===== src/rtl/decoder_pkg.sv =====
// decoder_pkg
//   Shared definitions for the register-address decoder and register file.
//   Provides the default address width, the one-hot width derivation and a
//   one-hot conversion helper.
//   onehot_of() works at the maximum supported width (MAX_ADDR_W); callers
//   zero-extend the address and truncate the result to their own NUM_REGS.
package decoder_pkg;

   localparam int unsigned ADDR_W_DEFAULT = 5;
   localparam int unsigned MAX_ADDR_W     = 8;
   localparam int unsigned MAX_REGS       = 1 << MAX_ADDR_W;

   function automatic int unsigned num_regs(input int unsigned addr_w);
      return 1 << addr_w;
   endfunction

   function automatic logic [MAX_REGS-1:0] onehot_of(input logic [MAX_ADDR_W-1:0] addr);
      logic [MAX_REGS-1:0] v;
      v = '0;
      v[addr] = 1'b1;
      return v;
   endfunction

endpackage


===== src/rtl/decoder_scoreboard_popcount.sv =====
// decoder_scoreboard_popcount
//   Combinational population count of a WIDTH-bit vector.
//   Ports:
//     bits   in   WIDTH                 vector to count
//     count  out  $clog2(WIDTH+1)       number of set bits
module decoder_scoreboard_popcount #(
   parameter int unsigned WIDTH = 32
) (
   input  logic [WIDTH-1:0]           bits,
   output logic [$clog2(WIDTH+1)-1:0] count
);

   localparam int unsigned CW = $clog2(WIDTH + 1);

   always_comb begin
      count = '0;
      for (int unsigned i = 0; i < WIDTH; i++) begin
         count = count + CW'(bits[i]);
      end
   end

endmodule


===== src/rtl/decoder_scoreboard.sv =====
// decoder_scoreboard
//   Decodes an ADDR_W-bit destination register address into a registered
//   one-hot write enable behind a valid/ready handshake, and keeps a busy-bit
//   scoreboard of pending writes that stalls write-after-write hazards.
//   Optional build macro: DECODER_SCOREBOARD_ZERO_REG_EN -- register 0 is
//   hardwired zero (decodes to an all-zero one-hot, is never marked busy).
//   Ports:
//     clock        in   1           rising-edge clock
//     reset        in   1           synchronous reset, active low
//     in_valid     in   1           decode request present
//     in_ready     out  1           request accepted this cycle
//     in_addr      in   ADDR_W      destination register address
//     in_set_busy  in   1           mark in_addr pending on accept
//     out_valid    out  1           out_onehot holds valid data
//     out_ready    in   1           downstream consumes the output
//     out_onehot   out  NUM_REGS    registered one-hot decode
//     wb_valid     in   1           writeback completes, clears busy
//     wb_addr      in   ADDR_W      writeback register address
//     rs_a_addr    in   ADDR_W      hazard query A
//     rs_b_addr    in   ADDR_W      hazard query B
//     rs_a_busy    out  1           busy[rs_a_addr]
//     rs_b_busy    out  1           busy[rs_b_addr]
//     busy         out  NUM_REGS    scoreboard vector
//     busy_count   out  ADDR_W+1    registered population count of busy
module decoder_scoreboard
   import decoder_pkg::*;
#(
   parameter  int unsigned ADDR_W   = ADDR_W_DEFAULT,
   localparam int unsigned NUM_REGS = num_regs(ADDR_W)
) (
   input  logic                clock,
   input  logic                reset,
   input  logic                in_valid,
   output logic                in_ready,
   input  logic [ADDR_W-1:0]   in_addr,
   input  logic                in_set_busy,
   output logic                out_valid,
   input  logic                out_ready,
   output logic [NUM_REGS-1:0] out_onehot,
   input  logic                wb_valid,
   input  logic [ADDR_W-1:0]   wb_addr,
   input  logic [ADDR_W-1:0]   rs_a_addr,
   input  logic [ADDR_W-1:0]   rs_b_addr,
   output logic                rs_a_busy,
   output logic                rs_b_busy,
   output logic [NUM_REGS-1:0] busy,
   output logic [ADDR_W:0]     busy_count
);

   logic                waw_stall;
   logic                accept;
   logic                addr_is_zero_reg;
   logic [NUM_REGS-1:0] decoded;
   logic [NUM_REGS-1:0] busy_next;
   logic [ADDR_W:0]     count_next;

`ifdef DECODER_SCOREBOARD_ZERO_REG_EN
   assign addr_is_zero_reg = (in_addr == '0);
`else
   assign addr_is_zero_reg = 1'b0;
`endif

   // A same-cycle writeback to the requested register releases the stall.
   assign waw_stall = in_set_busy && busy[in_addr] && !addr_is_zero_reg &&
                      !(wb_valid && (wb_addr == in_addr));
   assign in_ready  = (!out_valid || out_ready) && !waw_stall;
   assign accept    = in_valid && in_ready;

   assign decoded = addr_is_zero_reg ? '0
                                     : NUM_REGS'(onehot_of(MAX_ADDR_W'(in_addr)));

   // Clear first, then set, so a same-cycle set on the same index wins.
   always_comb begin
      busy_next = busy;
      if (wb_valid) begin
         busy_next[wb_addr] = 1'b0;
      end
      if (accept && in_set_busy && !addr_is_zero_reg) begin
         busy_next[in_addr] = 1'b1;
      end
   end

   decoder_scoreboard_popcount #(
      .WIDTH (NUM_REGS)
   ) u_popcount (
      .bits  (busy_next),
      .count (count_next)
   );

   always_ff @(posedge clock) begin
      if (!reset) begin
         out_valid  <= 1'b0;
         out_onehot <= '0;
         busy       <= '0;
         busy_count <= '0;
      end else begin
         busy       <= busy_next;
         busy_count <= count_next;
         if (accept) begin
            out_onehot <= decoded;
            out_valid  <= 1'b1;
         end else if (out_valid && out_ready) begin
            out_valid  <= 1'b0;
         end
      end
   end

   // Queries see the registered scoreboard only; no writeback bypass.
   assign rs_a_busy = busy[rs_a_addr];
   assign rs_b_busy = busy[rs_b_addr];

endmodule


===== config.mk =====
export PLATFORM = sky130hd
export DESIGN_NAME = decoder_scoreboard
export DESIGN_NICKNAME = d
export VERILOG_FILES = /design/src/rtl/decoder_pkg.sv /design/src/rtl/decoder_scoreboard_popcount.sv /design/src/rtl/decoder_scoreboard.sv
export SDC_FILE = /design/constraint.sdc
export NUM_CORES = 1
export LEC_CHECK = 0
export CAP_MARGIN = 10
export CORE_MARGIN = 2
export CORE_UTILIZATION = 45
export DETAILED_ROUTE_END_ITERATION = 8
export PLACE_DENSITY = 0.75
export SYNTH_ARGS = -nofsm -noshare
export SYNTH_HDL_FRONTEND = slang
export SYNTH_HIERARCHICAL = 1
export SYNTH_SLANG_ARGS = --single-unit

===== constraint.sdc =====
create_clock -name clock -period 21 [get_ports clock]
set_clock_uncertainty 0.15 [all_clocks]
set_input_delay 4.2 -clock clock [delete_from_list [all_inputs] [get_ports clock]]
set_output_delay 4.2 -clock clock [all_outputs]
set_load 0.005 [all_outputs]

## After elaboration in Yosys (flattened, before gate mapping)

Cells that the tools add are included.

| storage, ports and cells | value |
|---|---|
| flip-flop bits (word level) | 71 |
| output and inout port bits | 74 |

| operators by class | value |
|---|---|
| add/sub/neg operators | 31 |
| $lt $le $gt $ge | 8 |
| eq/ne operators | 1 |
| muxes and demuxes | 16 |
| bitwise operators | 3 |
| reductions and logical operators | 15 |

Operators with widths:

| operator | number |
|---|---|
| 6-bit by 1-bit adder with 6-bit output | 30 |
| 32-bit two-way mux | 2 |
| 32-bit bitwise AND | 1 |
| 32-bit inverter | 1 |
| 32-bit bitwise OR | 1 |
| 5-bit by 6-bit less-than comparator with 1-bit output, second input constant | 4 |
| 1-bit binary-select mux with 5-bit select | 3 |
| 1-bit demux with 5-bit select | 3 |
| 5-bit by 1-bit greater-or-equal comparator with 1-bit output, second input constant | 3 |
| 1-bit logical AND | 10 |
| 5-bit by 9-bit less-than comparator with 1-bit output, second input constant | 1 |
| 1-bit two-way mux | 8 |
| 5-bit == test | 1 |
| 1-bit zero test | 3 |
| 1-bit by 1-bit adder with 2-bit output | 1 |
| 2-bit nonzero test | 1 |
| 1-bit logical OR | 1 |

## Logic depth before layout (Yosys ltp)

Gate-level depths: netlist of run 1.

| depth | value |
|---|---|
| word-level depth | 40 |
| depth in mapped cells | 27 |

## Hierarchy

Netlist of run 1, hierarchy kept.

Modules (own cells, without submodules):

| module | times used | cells an instance | area an instance (µm²) | sequential area each (µm²) |
|---|---|---|---|---|
| decoder_scoreboard | 1 | 448 | 4292.9 | 1421.4 |
| decoder_scoreboard_popcount | 1 | 96 | 905.9 | 0.0 |

## Worst setup path before layout of run 1

No wires, ideal clock.

| path | value |
|---|---|
| path kind | input -> register |
| start | in in_addr[0] |
| end | reg busy_count[4] |
| library setup time | 0.115 ns |
| data arrival time | 10.444 ns |
| required time | 20.735 ns |
| setup slack | 10.291 ns |
| stages on the path | 26 |
| cells stage by stage | buf_6 > buf_6 > mux2i_1 > o22ai_1 > nor3_2 > o22a_2 > buf_12 > o211ai_4 > o21ai_1 > inv_1 > fa_1 > fa_1 > fa_1 > fa_1 > fa_1 > fa_1 > fa_1 > fa_1 > inv_1 > ha_1 > inv_1 > fa_1 > nand2b_1 > a21oi_1 > xor2_1 > and2_1 |

| between the ends | value |
|---|---|
| longest elaborated chain between the ends | 40 |
| elaborated cells on any way between the ends | 49 |
| those cells by class | add/sub (31); order compare (2); eq/ne (1); mux (5); bitwise (1); reduce/logical (9) |

Ends and longest elaborated chain:

| what | line | text |
|---|---|---|
| start: declaration | decoder_scoreboard.sv:35 | `input logic [ADDR_W-1:0] in_addr,` |
| parallel branches: the longest is 8 deep, another holds 5-bit by 6-bit less-than comparator with 1-bit output | - |  |
| 32-bit two-way mux * | decoder_scoreboard.sv:78 | `if (accept && in_set_busy && !addr_is_zero_reg) begin` |
| net busy_next[0] | decoder_scoreboard.sv:54 | `logic [NUM_REGS-1:0] busy_next;` |
| 1-bit by 1-bit adder with 2-bit output * | decoder_scoreboard_popcount.sv:18 | `count = count + CW'(bits[i]);` |
| 6-bit by 1-bit adder with 6-bit output * (30 in series) | decoder_scoreboard_popcount.sv:18 |  |
| net count_next[4] | decoder_scoreboard.sv:55 | `logic [ADDR_W:0] count_next;` |
| end signal: assignment | decoder_scoreboard.sv:98 | `busy_count <= count_next;` |
| end: declaration | decoder_scoreboard.sv:47 | `output logic [ADDR_W:0] busy_count` |

Mark *: on every way through the listed nets, which the timed path passes. The select of a mux whose other input is x is not followed.
A chain may end at the register's enable or synchronous reset.

## Worst setup path after layout of run 1

| path | value |
|---|---|
| start | in in_addr[3] |
| end | reg busy_count[4] |

| between the ends | value |
|---|---|
| elaborated cells on any way between the ends | 49 |
| those cells by class | add/sub (31); order compare (2); eq/ne (1); mux (5); bitwise (1); reduce/logical (9) |

RTL lines:

| what | line |
|---|---|
| parallel branches: the longest is 8 deep, another holds 5-bit by 6-bit less-than comparator with 1-bit output | - |
| 32-bit two-way mux * | decoder_scoreboard.sv:78 |
| net busy_next[3] | decoder_scoreboard.sv:54 |
| 6-bit by 1-bit adder with 6-bit output * (29 in series) | decoder_scoreboard_popcount.sv:18 |
| net count_next[4] | decoder_scoreboard.sv:55 |

Marked as above.

==> qor.yml, run 1 <==
global_routing:
  grt.overflow.total: 0
  grt_max_degree: 78
  grt.total_usage_pct: 26.6
  grt_pass1_vias: 4760
  antenna_found_initial: 0
  grt_pass1_wl_mm: 26.4
route:
  routedWlPerCell_um: 21.6
  dr.pass1.iters: 6
  ant_nets: 0
  vias: 4894
  routed_wl_mm: 16.5
  drtIter0Drc: 555
  drc: 0
  avgViaCountPerCell: 6.41
sta:
  tns_ns: 0
  max_slew.worst_pin.slew_ns: 1.12
  hold_viol: 0
  rsz0062_at_grt: "false"
  maxSlewViolCount: 0
  relSlewSlack_pct: 24.8
  fmax_ghz: 0.0846
  post-route-period-util_pct: 56.3
  setup_viol: 0
  period_needed_ns: 11.81
critical_path:
  path_cells: "clkdlybuf4s50_1, xnor2_1, nand4_1, o21ai_1, and2_1, o2111ai_4, o21ai_1, inv_1, fa_1, fa_1, fa_1, fa_1, fa_1, fa_1, fa_1, fa_1, inv_1, ha_1, inv_1, fa_1, nand2b_1, a21oi_1, xor2_1, and2_1"
  critPathLaunchType: "primary input"
  arrival_ns: 11.95
  timing.critical_path.slowest_cell_delay_ns: 0.84
  crit_top_cell: "fa_1"
  required_ns: 21.13
  end_kind: "register"
  crit_type: "in -> reg"
  cp_max_fo: 17
  slowest_stage: "and2_1"
job:
  drv_cap: 0
synth:
  synth_top_flop_cell: "dfxtp_1"
  yosysWarnings: 6
  synth_area_per_cell_sq_um: 9.56
  synth_cell_types: 49
  synth_async_sr_flop_share_pct: 0
  synth_top_cell_by_area: "dfxtp_1"
  yosysTopAreaCellShare_pct: 27.3
  synth-seq-cells: 71
  synth-edff-count: 0
  syn_nets: 607
  synth_cells: 544
  synthTopCellsByArea: "dfxtp_1, fa_1, mux4_2, nand3b_1, o311ai_1"
  synthesis.area_sq_mm: 0.00520
  ys_seq_area_share_pct: 27.3
clock_tree:
  ctsResizeCount: 0
  cts_buffer_depth: 2
  cts_tree: "done"
  cts_made_buffers: 9
  clk_latency_ns: 0.34
  htree_levels: 3
  path_clk_slew_ns: 0.06
  cts_hold_buf: 0
  post_cts_buffers: 0
  cts_num_sinks: 71
  cts_root_buf: "clkbuf_16"
power:
  switchingPower_w: 0.0000946
  p_int_w: 0.000248
  pwr-share-clk_pct: 44.6
  p_total_w: 0.000342
  p_leak_nw: 2.20
  max-vdd-ir-drop_uv: 31.0
  switching_share_pct: 27.6
  comb_power_share_pct: 15.2
  power_density_mw_per_mm2: 53.1
  p_seq_share_pct: 40.2
placed_design:
  dp_hpwl_mm: 12.3
  gp_congestion: 0.960
  portBuffers: 99
finish:
  finish.net_count: 678
  fillers: 1007
  areaGrowthSynthToFinish_pct: 24.0
  antenna_cells: 0
  drive_gt1_share_pct: 10.0
  utilization_pct: 56.7
die:
  ioPinCount: 100
  die_w_um: 111
  die_h_um: 111
  initial_core_util_pct: 45.7
  rows: 39
  core_area_sq_mm: 0.0114
  die-area_sq_mm: 0.0124
min_path:
  hp-class: "reg -> reg"
run_status:
  status: "complete, no violations"
==> critical path, delay by kind of cell <==
| kind | cells | cell delay (ns) |
|---|---|---|
| AOI/OAI and AO/OA | 4 | 0.84 |
| adders and majority gates | 10 | 4.28 |
| buffers and inverters | 4 | 1.01 |
| and+or+nand+nor | 4 | 1.26 |
| xor gates and xnor gates | 2 | 0.36 |
==> stage by stage <==
stage	area [sq um]	hold slack [ns]	setup WS [ns]	cells
2_1_floorplan	5200	0.358	10.29	544
3_3_place_gp	6150	0.350	9.03	747
3_5_place_dp	6150	0.356	8.90	747
4_1_cts	6450	0.374	9.21	763
5_1_grt	6450	0.410	8.81	763
6_report	6450	0.372	9.19	763
==> layout by cell type, fill, tap and decap left out, types with 3 or more instances in the layout <==
cell type | synthesis | routed
a21oi_1 | 3 | 3
and2_1 | 7 | 7
buf_4 | 1 | 4
clkbuf_16 | 0 | 9
clkdlybuf4s50_1 | 0 | 98
clkinvlp_4 | 0 | 3
dfxtp_1 | 71 | 71
fa_1 | 25 | 25
ha_1 | 12 | 12
inv_1 | 49 | 49
mux2i_1 | 16 | 16
mux4_2 | 20 | 20
nand2_1 | 19 | 19
nand2b_1 | 3 | 3
nand3_1 | 5 | 5
nand3b_1 | 40 | 40
nand4_1 | 36 | 36
nor2_1 | 14 | 14
nor3_2 | 3 | 3
nor3b_1 | 3 | 3
o211ai_1 | 3 | 3
o211ai_4 | 4 | 4
o21ai_0 | 33 | 33
o21ai_1 | 35 | 35
o21ai_4 | 3 | 3
o22ai_1 | 36 | 36
o311ai_1 | 30 | 30
xnor2_1 | 7 | 7
==> power groups by stage <==
| stage | Clock (W) | Combinational, W | Sequential (W) |
|---|---|---|---|
| 5_1_grt | 0.000161 | 0.0000554 | 0.000138 |
| 6_report | 0.000153 | 0.0000522 | 0.000138 |
| 3_5_place_dp | 0 | 0.0000509 | 0.000141 |
| 2_1_floorplan | 0 | 0.0000360 | 0.000140 |
| 3_3_place_gp | 0 | 0.0000502 | 0.000141 |
| 4_1_cts | 0.000153 | 0.0000513 | 0.000138 |
==> cell usage after synthesis (2+ instances only) <==
master	n
inv_1	49
buf_2	5
nand3_1	5
o22ai_1	36
or3b_2	2
clkbuf_1	29
and2_1	7
o211ai_1	3
nand3b_1	40
a21oi_1	3
nand2b_1	3
xnor2_1	7
o21ai_0	33
nor3_2	3
dfxtp_1	71
mux2i_1	16
nor3_1	2
o21ai_4	3
fa_1	25
o21ai_1	35
nand2_1	19
ha_1	12
o211ai_4	4
mux4_2	20
nand4_1	36
o311ai_0	2
buf_6	3
or3_1	2
nor2_1	14
mux2_2	2
buf_8	3
o311ai_1	30
nor3b_1	3
or3b_4	2
==> per-layer routing <==
metal,track usage (%),wire [um]
met2,42.4,7680
met4,7.98,395
met5,0,0
met1,36.2,6910
met3,6.26,1500
==> final timing paths <==
check | slack (ns) | to | cells past startpoint | from
setup / recovery | 9.19 | busy_count[4]$_SDFF_PN0_ | 24 | in_addr[3]
hold / removal | 0.37 | out_onehot[18]$_SDFFE_PN0P_ | 2 | out_onehot[18]$_SDFFE_PN0P_
setup reg to reg | 13.66 | busy_count[4]$_SDFF_PN0_ | 23 | busy[5]$_SDFF_PN0_
hold reg to reg | 0.37 | out_onehot[18]$_SDFFE_PN0P_ | 2 | out_onehot[18]$_SDFFE_PN0P_
==> kinds of logic (layout without fill, tap and decap cells) <==
kind of cell | after synthesis | after routing | share of synthesized area (%)
AO/OA/AOI/OAI | 154 | 154 | 20.8
XOR/XNOR | 8 | 8 | 1.35
adder cells (fa/ha/maj) | 37 | 37 | 12.5
buffers and inverters | 92 | 168 | 8.23
flip-flops | 71 | 71 | 27.3
multiplexers | 38 | 38 | 12.2
AND/OR/NAND/NOR | 144 | 144 | 17.5
==> cell type report <==
class	count	area, sq um	share of cell area, %
clock buffer	10	229	3.55
clock inverter	6	70.1	1.09
inverter	49	184	2.85
multi-input combinational	381	3350	51.9
sequential	71	1420	22.0
tap	143	179	2.77
timing repair buffer	103	1020	15.8
==> flip-flops by register name, summed over array words and instances (netlist names) <==
register and flops:
busy 32, out_onehot 32, busy_count 6, out_valid 1
Power figures use the tool's default switching activity.
==> inputs of run 2 (changes only) <==
- PLACE_DENSITY: 0.75 -> 0.78
- clock period: 21 -> 10.1 ns (I/O delays scaled with it)
==> run 2 against run 1 <==
Wire length grew 2.9%. Cell area increased by 1.6%. Flip-flop and latch count stayed put. Sequential share of layout area shrank 0.34 points. Cell count up 1.6%. Worst setup slack worse by 8.7 ns. Non-clock buffer count is 12 higher. Sequential power rose by 110%. Clock-buffer cell count shrank 1. Die area is the same. Highest routed layer unchanged.
==> qor.yml, run 2 (synthesized netlist as in run 1, its figures left out) <==
run_status:
  status: "complete, no violations"  # unchanged
sta:
  tns_ns: 0  # unchanged
  relSlewSlack_pct: 23.4  # was 24.8%
  maxSlewViolCount: 0  # unchanged
  fmax_ghz: 0.104
  hold_viol: 0  # unchanged
  max_slew.worst_pin.slew_ns: 1.15  # was 1.12 ns
  rsz0062_at_grt: "false"  # unchanged
  post-route-period-util_pct: 95.3
  period_needed_ns: 9.63
  setup_viol: 0  # unchanged
clock_tree:
  ctsResizeCount: 0  # unchanged
  cts_made_buffers: 9  # unchanged
  cts_hold_buf: 0  # unchanged
  cts_num_sinks: 71  # unchanged
  cts_buffer_depth: 2  # unchanged
  cts_root_buf: "clkbuf_16"  # unchanged
  cts_tree: "done"  # unchanged
  clk_latency_ns: 0.34  # about the same
  path_clk_slew_ns: 0.06  # about the same
  post_cts_buffers: 0  # unchanged
  htree_levels: 3  # unchanged
route:
  routedLengthMet1_mm: 6.86  # was 6.91 mm
  wl_met3_mm: 1.36  # was 1.50 mm
  highest_layer: "met4"  # unchanged
  wl_met2_mm: 8.17  # was 7.68 mm
  dr.pass1.iters: 5  # was 6
  routedWlPerCell_um: 21.9  # was 21.6 um
  drtIter0Drc: 649  # was 555
  ant_nets: 0  # unchanged
  vias: 4975  # was 4894
  routed_wl_mm: 17.0  # was 16.5 mm
  avgViaCountPerCell: 6.42  # was 6.41
  drc: 0  # unchanged
min_path:
  hold_start: "out_onehot[30]$_SDFFE_PN0P_"  # was out_onehot[18]$_SDFFE_PN0P_
  whs_path_depth: 2  # unchanged
  whs_endpoint: "out_onehot[30]$_SDFFE_PN0P_"  # was out_onehot[18]$_SDFFE_PN0P_
  hp-class: "reg -> reg"  # unchanged
critical_path:
  crit_type: "in -> reg"  # unchanged
  crit_top_cell: "fa_1"  # unchanged
  r2r-start: "busy[9]$_SDFF_PN0_"  # was busy[5]$_SDFF_PN0_
  cp_max_fo: 12  # was 17
  timing.critical_path.slowest_cell_delay_ns: 0.90  # was 0.84 ns
  slowest_stage: "clkdlybuf4s50_1"  # was and2_1
  r2r-end: "busy_count[4]$_SDFF_PN0_"  # unchanged
  rrSetupSlack_ns: 2.87  # was 13.66 ns
  required_ns: 10.19  # was 21.13 ns
  end_kind: "register"  # unchanged
  critPathLaunchType: "primary input"  # unchanged
  arrival_ns: 9.71  # was 11.95 ns
  worst_r2r_path_depth: 23  # unchanged
global_routing:
  grt_pass1_vias: 4764  # was 4760
  grt.total_usage_pct: 26.9  # was 26.6%
  grt_pass1_wl_mm: 26.4  # about the same
  grt_max_degree: 78  # unchanged
  antenna_found_initial: 0  # unchanged
  grt.overflow.total: 0  # unchanged
die:
  core_area_sq_mm: 0.0114  # unchanged
  ioPinCount: 100  # unchanged
  initial_core_util_pct: 45.7  # unchanged
  rows: 39  # unchanged
  die-area_sq_mm: 0.0124  # unchanged
  die_w_um: 111  # unchanged
  die_h_um: 111  # unchanged
finish:
  areaGrowthSynthToFinish_pct: 26.0  # was 24.0%
  register_area_sq_mm: 0.00142  # unchanged
  top_regs: "busy x32, out_onehot x32, busy_count x6"  # unchanged
  fillers: 1004  # was 1007
  antenna_cells: 0  # unchanged
  drive_gt1_share_pct: 11.9  # was 10.0%
  layout_commonest_cell: "clkdlybuf4s50_1"  # unchanged
  finish.net_count: 690  # was 678
  multi_input_area_sq_mm: 0.00335  # unchanged
  fin_cells: 775  # was 763
  final_cell_mix: "clkdlybuf4s50_1, dfxtp_1, inv_1"  # unchanged
placed_design:
  dp.cells: 758  # was 747
  gp_congestion: 0.942  # was 0.960
  portBuffers: 99  # unchanged
  dp_hpwl_mm: 12.5  # was 12.3 mm
power:
  p_total_w: 0.000722  # was 0.000342 W
  max-vdd-ir-drop_uv: 70.8  # was 31.0 uV
  p_leak_nw: 2.27  # was 2.20 nW
  power_density_mw_per_mm2: 110  # was 53.1 mW/mm^2
job:
  drv_cap: 0  # unchanged
[run 2: changes by cell type in the layout (fill, tap and decap cells not counted)]
cell        delta
buf_4         +11
clkbuf_1       -1
clkinvlp_4     -2
buf_8          +1
inv_6          +2
clkinv_2       +1
[run 2: how the worst max path moves through the flow]
stage               startpoint                  endpoint  slack, ns  cells after the start
finish              in_addr[0]  busy_count[4]$_SDFF_PN0_       0.47                     25
global route        in_addr[0]  busy_count[4]$_SDFF_PN0_       0.19                     25
CTS                 in_addr[0]  busy_count[4]$_SDFF_PN0_       0.47                     25
detailed placement  in_addr[0]  busy_count[4]$_SDFF_PN0_       0.12                     25
global placement    in_addr[0]  busy_count[4]$_SDFF_PN0_       0.36                     25
floorplan           in_addr[0]  busy_count[4]$_SDFF_PN0_       1.57                     26
[run 2: report_power, final]
group,switching [W],internal [W]
Combinational,0.0000694,0.0000432
Clock,0.000129,0.000194
Sequential,0.00000297,0.000283
[run 2: critical path, delay by kind of cell]
kind	cells	cell delay, ns
AOI/OAI and AO/OA	5	1.06
xor gates and xnor gates	1	0.08
adders and majority gates	10	4.36
buffers and inverters	5	1.40
muxes	1	0.22
and+or+nand+nor	3	0.55
[run 2: metal layers]
layer,vias to the layer above,GRT usage [%]
li1,2217,-
met1,2401,35.4
met2,306,43.7
met3,51,5.55
met4,0,10.9
met5,-,0
[run 2: final cells by class]
class	instances	area share, %
multi-input cells	381	51.1
clock buffers	9	3.44
clock inverters	7	1.18
repair buffers	115	17.0
flip-flops and latches	71	21.7
inverters	49	2.81
well taps	143	2.73
[run 2: stage by stage]
stage,setup slack (ns),hold WS [ns],cell area [sq um],utilization (%)
after floorplan,1.57,0.358,5200,-
after global placement,0.355,0.350,6230,54.8
after detailed placement,0.124,0.355,6230,54.8
after CTS,0.466,0.374,6540,57.5
after global routing,0.186,0.399,6550,57.6
final,0.475,0.375,6550,57.6
==> inputs of run 3 (changes only) <==
- CTS_CLUSTER_SIZE: default -> 16
==> results of run 3 <==
Same layout as run 2: the final DEF is identical, and so are final timing and power.
